==> src/rtl/input_conditioner_if.sv <==
// Pin-side and PIO-side signal bundle of the input conditioner.
// The slave modport belongs to the conditioner; the master modport belongs to whatever drives the pins.
interface input_conditioner_if #(
    parameter int N_PUSH = 4,
    parameter int N_SW   = 10
);
    logic [N_PUSH-1:0] key_n_in;
    logic [N_SW-1:0]   sw_in;
    logic [N_PUSH-1:0] push_out;
    logic [N_SW-1:0]   sw_out;
    logic [N_PUSH-1:0] push_press;
    logic [N_PUSH-1:0] push_release;

    modport master (
        output key_n_in, sw_in,
        input  push_out, sw_out, push_press, push_release
    );

    modport slave (
        input  key_n_in, sw_in,
        output push_out, sw_out, push_press, push_release
    );
endinterface

==> src/rtl/input_conditioner.sv <==
// Synchronises and debounces push-buttons and slide switches, one independent channel per bit,
// and emits one-cycle press/release pulses for the button channels.
module input_conditioner #(
    parameter int DB_CYCLES = 1000000,
    parameter int N_PUSH    = 4,
    parameter int N_SW      = 10
) (
    input logic               clk,
    input logic               reset_n,
    input_conditioner_if.slave io
);
    localparam int N  = N_PUSH + N_SW;
    localparam int CW = (DB_CYCLES > 2) ? $clog2(DB_CYCLES) : 1;
    // Button pins are active-low; this mask both idles their synchronisers and inverts them.
    localparam logic [N-1:0]  INV     = {{N_SW{1'b0}}, {N_PUSH{1'b1}}};
    localparam logic [CW-1:0] CNT_MAX = CW'(DB_CYCLES - 1);

    logic [N-1:0]      s1, s2, st, st_nxt, accept, d;
    logic [CW-1:0]     cnt     [N];
    logic [CW-1:0]     cnt_nxt [N];
    logic [N_PUSH-1:0] press, rel;

    assign d = s2 ^ INV;

    // NOTE: every output of a combinational block gets a default first so no latch is inferred.
    always_comb begin
        st_nxt = st;
        accept = '0;
        for (int i = 0; i < N; i++) begin
            cnt_nxt[i] = '0;
            if (d[i] != st[i]) begin
                if (cnt[i] == CNT_MAX) begin
                    accept[i] = 1'b1;
                    st_nxt[i] = d[i];
                end else begin
                    cnt_nxt[i] = cnt[i] + CW'(1);
                end
            end
        end
    end

    // NOTE: state registers use non-blocking assignments so all flops update from pre-edge values.
    always_ff @(posedge clk or negedge reset_n) begin
        if (!reset_n) begin
            s1    <= INV;
            s2    <= INV;
            st    <= '0;
            press <= '0;
            rel   <= '0;
            // NOTE: the counter array is ordinary flops, not RAM, so it is reset like any register.
            for (int i = 0; i < N; i++) cnt[i] <= '0;
        end else begin
            s1    <= {io.sw_in, io.key_n_in};
            s2    <= s1;
            st    <= st_nxt;
            press <= accept[N_PUSH-1:0] & st_nxt[N_PUSH-1:0];
            rel   <= accept[N_PUSH-1:0] & ~st_nxt[N_PUSH-1:0];
            for (int i = 0; i < N; i++) cnt[i] <= cnt_nxt[i];
        end
    end

    assign io.push_out     = st[N_PUSH-1:0];
    assign io.sw_out       = st[N-1:N_PUSH];
    assign io.push_press   = press;
    assign io.push_release = rel;
endmodule

==> src/flat_wrapper.sv <==
// flat-port wrapper written by rule: the top's interface ports become plain ports
module input_conditioner_flat 
#(
    parameter int DB_CYCLES = 1000000,
    parameter int N_PUSH    = 4,
    parameter int N_SW      = 10
)
  (clk, reset_n, io_key_n_in, io_sw_in, io_push_out, io_sw_out, io_push_press, io_push_release);
  input_conditioner_if #(.N_PUSH(N_PUSH), .N_SW(N_SW)) io_i ();
  input logic clk;
  input logic reset_n;
  input wire logic [$bits(io_i.key_n_in)-1:0] io_key_n_in;
  input wire logic [$bits(io_i.sw_in)-1:0] io_sw_in;
  output wire logic [$bits(io_i.push_out)-1:0] io_push_out;
  output wire logic [$bits(io_i.sw_out)-1:0] io_sw_out;
  output wire logic [$bits(io_i.push_press)-1:0] io_push_press;
  output wire logic [$bits(io_i.push_release)-1:0] io_push_release;
  assign io_i.key_n_in = io_key_n_in;
  assign io_i.sw_in = io_sw_in;
  assign io_push_out = io_i.push_out;
  assign io_sw_out = io_i.sw_out;
  assign io_push_press = io_i.push_press;
  assign io_push_release = io_i.push_release;
  input_conditioner #(.DB_CYCLES(DB_CYCLES), .N_PUSH(N_PUSH), .N_SW(N_SW)) u_core (.clk(clk), .reset_n(reset_n), .io(io_i));
endmodule
==> config.mk <==
export PLATFORM = sky130hd
export DESIGN_NAME = input_conditioner_flat
export DESIGN_NICKNAME = d
export VERILOG_FILES = /design/src/rtl/input_conditioner_if.sv /design/src/rtl/input_conditioner.sv /design/src/flat_wrapper.sv
export SDC_FILE = /design/constraint.sdc
export NUM_CORES = 1
export LEC_CHECK = 0
export CAP_MARGIN = 40
export CORE_ASPECT_RATIO = 0.8
export CORE_MARGIN = 2
export CORE_UTILIZATION = 52
export DETAILED_ROUTE_END_ITERATION = 16
export GPL_TIMING_DRIVEN = 0
export MAX_ROUTING_LAYER = met4
export PLACE_DENSITY_LB_ADDON = 0.25
export SLEW_MARGIN = 10
export SYNTH_ARGS = -nofsm -noshare
export SYNTH_HDL_FRONTEND = slang
export SYNTH_SLANG_ARGS = --single-unit
==> constraint.sdc <==
create_clock -name clk -period 2.3 [get_ports clk]
set_clock_uncertainty 0.2 [all_clocks]
set_input_delay 0.69 -clock clk [delete_from_list [all_inputs] [get_ports clk]]
set_output_delay 0.69 -clock clk [all_outputs]
set_load 0.05 [all_outputs]
==> summary.md <==
| Metric | Value |
|---|---|
| Register area share after synthesis | `0.5303` |
| Final net count | `1694` |
| DP Area | `16550 um2` |
| Post-synth EDFFs | `0` |
| Starting density of the core | `0.5298` |
| # fillers | `2405` |
| Fin crit period | `2.290 ns` |
| Worst-path cell chain | `or4_4 > or4_4 > o21ai_4 > buf_6 > buf_6 > nor2_1` |
| GP Congestion | `0.7969` |
| VDD IR max | `461.8 uV` |
| Vias in the first global route | `between 10000 and 15000` |
| First-pass GRT wire length | `51760 um` |
| Area of the core | `a little under 30000 um2` |
| FMAX | `roughly 440 MHz` |
| CP Class | `flip-flop to flip-flop` |
| Initial antenna violation count | `0` |
| Number of max-cap violations | `0` |
| Seq pwr share | `0.496` |
| Die height | `around 160 um` |
| Final std cells w/o fill | `2067` |
| CP Capture Type | `flip-flop` |
| DRT Wirelength | `29800 um` |
| H-tree Lvls | `2` |
| #FFs+latches synth | `330` |
| 1st-iter DRT viols | `696` |
| Ys flop type | `dfrtp_1` |
| ANT cells | `0` |
| Leak | `7.386 nW` |
| Fin crit share | `0.9958` |
| Critical Path Max Stage Delay | `0.55 ns` |
| Worst Path Required | `around 2.5 ns` |
| Post-Synthesis Cells | `1546` |
| Slew Limit Fails | `0` |
| Multi-input gate area in the final layout | `7152 um2` |
| Num ports | `38` |
| Clk pwr share | `0.466` |
| Commonest non-fill, non-tap cell in the layout | `dfrtp_1` |
| Net switching power | `2.595 mW` |
| Syn nets | `between 1500 and 2000` |
| Port Buffer Count | `37` |
| RSZ-0062 raised after global routing | `true` |
| FF+latch area | `slightly above 8000 um2` |
| Drt via density | `5.556` |
| Largest net degree at the start of global routing | `83` |
| # DRC | `0` |
| DR pass1 iterations | `5` |
| Final setup violation count | `0` |
| Ys async rst share | `1.000` |
| Crit path max fanout | `5` |
| Share of layout cells above drive strength 1 | `0.1331` |
| CTS tree | `done` |
| Routed len/inst | `between 10 and 15 um` |
| CTS sink cnt | `330` |
| PnR Total Power | `12.04 mW` |
| Die ar. | `31390 um2` |
| Gr ovfl total | `0` |
| Cts bufs inserted | `35` |
| Reg clk slew, reported paths | `0.06 ns` |
| Slew headroom | `0.5865` |
| Antenna Violating Nets Remaining | `0` |
| Latest clock arrival within the worst-skew pair | `0.51 ns` |
| Commonest non-fill, non-tap cells in the layout | `dfrtp_1 (313), nor2_1 (228), xnor2_1 (113)` |
| CP startpoint kind | `flip-flop` |
| Root Buffer | `clkbuf_16` |
| CTS Buffer Depth | `3` |
| Worst Hold Class | `flip-flop to flip-flop` |
| Post-DP HPWL | `18920 um` |
| Yosys cell types | `48` |
| Crit path DAT | `2.49 ns` |
| Via count | `roughly 11000` |
| Final Hold Viols | `0` |
| Post-Syn Area | `around 16000 um2` |
| Worst Tran Pin Value | `0.6146 ns` |
| Area growth from synthesis to layout | `17.60%` |
| Pwr Density | `656.7 nW/um2` |
| Slowest CP cell | `or4_4` |
| Ys Warns | `0` |
| Power Internal | `9.446 mW` |
| Switching Share | `0.2155` |
| Cells after DPL | `1964` |
| Status | `completed` |
| Die width | `roughly 200 um` |
| Row count | `56` |
| Design area | `about 18000 um2` |
| Logic pwr share | `0.038` |
| Total track usage | `0.1983` |
| Mean Syn Cell Area | `10.09 um2` |
-- through the flow --
step             util   TNS, ns  hold slack (ns)  worst slack [ns]
6_report       0.6231         0           0.1431          0.009619
2_1_floorplan       -         0           0.1312           0.02176
4_1_cts        0.6105         0           0.1479          0.003197
3_5_place_dp   0.5624    -15.51           0.1347           -0.3089
3_3_place_gp   0.5585  -4598.28           0.1315            -14.06
5_1_grt        0.6231   -0.2588           0.1532          -0.03995
-- flip-flops by register name, summed over array words and instances (netlist names) --
signal and flops:
u_core.cnt 280, u_core.s1 14, u_core.io.push_release 4, u_core.io.push_press 4, u_core.st 14, u_core.s2 14
-- logic make-up (layout without fill, tap and decap cells) --
family | Yosys count | count (layout) | share of synthesized area
xor gates and xnor gates | 195 | 195 | 0.1095
buffers and inverters | 96 | 240 | 0.02632
and+or+nand+nor | 744 | 744 | 0.2529
adders and majority gates | 14 | 14 | 0.01123
muxes | 20 | 20 | 0.01364
DFF | 330 | 330 | 0.5303
AOI/OAI and AO/OA | 147 | 147 | 0.05609
-- Yosys cell counts, types with 35 or more instances --
master / count / area [um2]
a21oi_1: 64 / 320.3
dfrtp_1: 322 / 8058
inv_1: 60 / 225.2
nand2_1: 72 / 270.3
nand3_1: 102 / 510.5
nand4_1: 66 / 412.9
nor2_1: 237 / 889.6
nor3_1: 43 / 215.2
nor4_1: 42 / 262.8
o21ai_0: 51 / 255.2
or3_1: 35 / 219.0
or4_1: 36 / 270.3
xnor2_1: 113 / 989.7
xor2_1: 82 / 718.2
-- final timing paths --
path                                                   to                 startpoint  cells after the start  slack [ns]
worst max-delay path            u_core.cnt[108]$_DFF_PN0_  u_core.cnt[110]$_DFF_PN0_                      6        0.01
worst max register to register  u_core.cnt[108]$_DFF_PN0_  u_core.cnt[110]$_DFF_PN0_                      6        0.01
max in group asynchronous          u_core.s2[0]$_DFF_PN1_                    reset_n                      5        0.20
min in group asynchronous       u_core.cnt[158]$_DFF_PN0_                    reset_n                      3        0.53
worst min register to register    u_core.s2[11]$_DFF_PN0_    u_core.s1[11]$_DFF_PN0_                      0        0.14
worst min-delay path              u_core.s2[11]$_DFF_PN0_    u_core.s1[11]$_DFF_PN0_                      0        0.14
-- cell type report --
type	instances	area share
clock buffer	54	0.05725
tap	377	0.02573
sequential	330	0.4515
multi-input combinational	1120	0.3900
clock inverter	9	0.005322
timing repair buffer	83	0.04667
buffer	34	0.01119
inverter	60	0.01228
-- critical path: cells and delay by family, from the launching register on --
kind                   cells  cell delay, ns
AO/OA/AOI/OAI              1            0.18
flip-flops                 1            0.42
buffers and inverters      2            0.24
AND/OR/NAND/NOR            3            1.13
-- layer usage --
metal	up-vias	GRT usage	wire length, um
li1	5710	-	-
met1	5585	0.2859	14890
met2	149	0.2919	13320
met3	41	0.03505	1128
met4	0	0.04853	463
met5	-	-	0
-- power groups by stage --
stage	Sequential [mW]	Combinational, mW	Clock [mW]
floorplan	6.06	0.180	0
global placement	6.08	0.367	0
global route	5.99	0.523	6.02
CTS	5.97	0.434	5.77
detailed placement	6.08	0.395	0
finish	5.98	0.454	5.61
-- what timing repair did --
item,4_1_cts,5_1_grt
setup endpoints to repair,120,123
hold endpoints to repair,49,0
resized for setup,75,65
cloned,0,2
hold buffers,2,0
setup buffers,15,23
pin swaps,5,18
(Power assumes the default switching activity.)
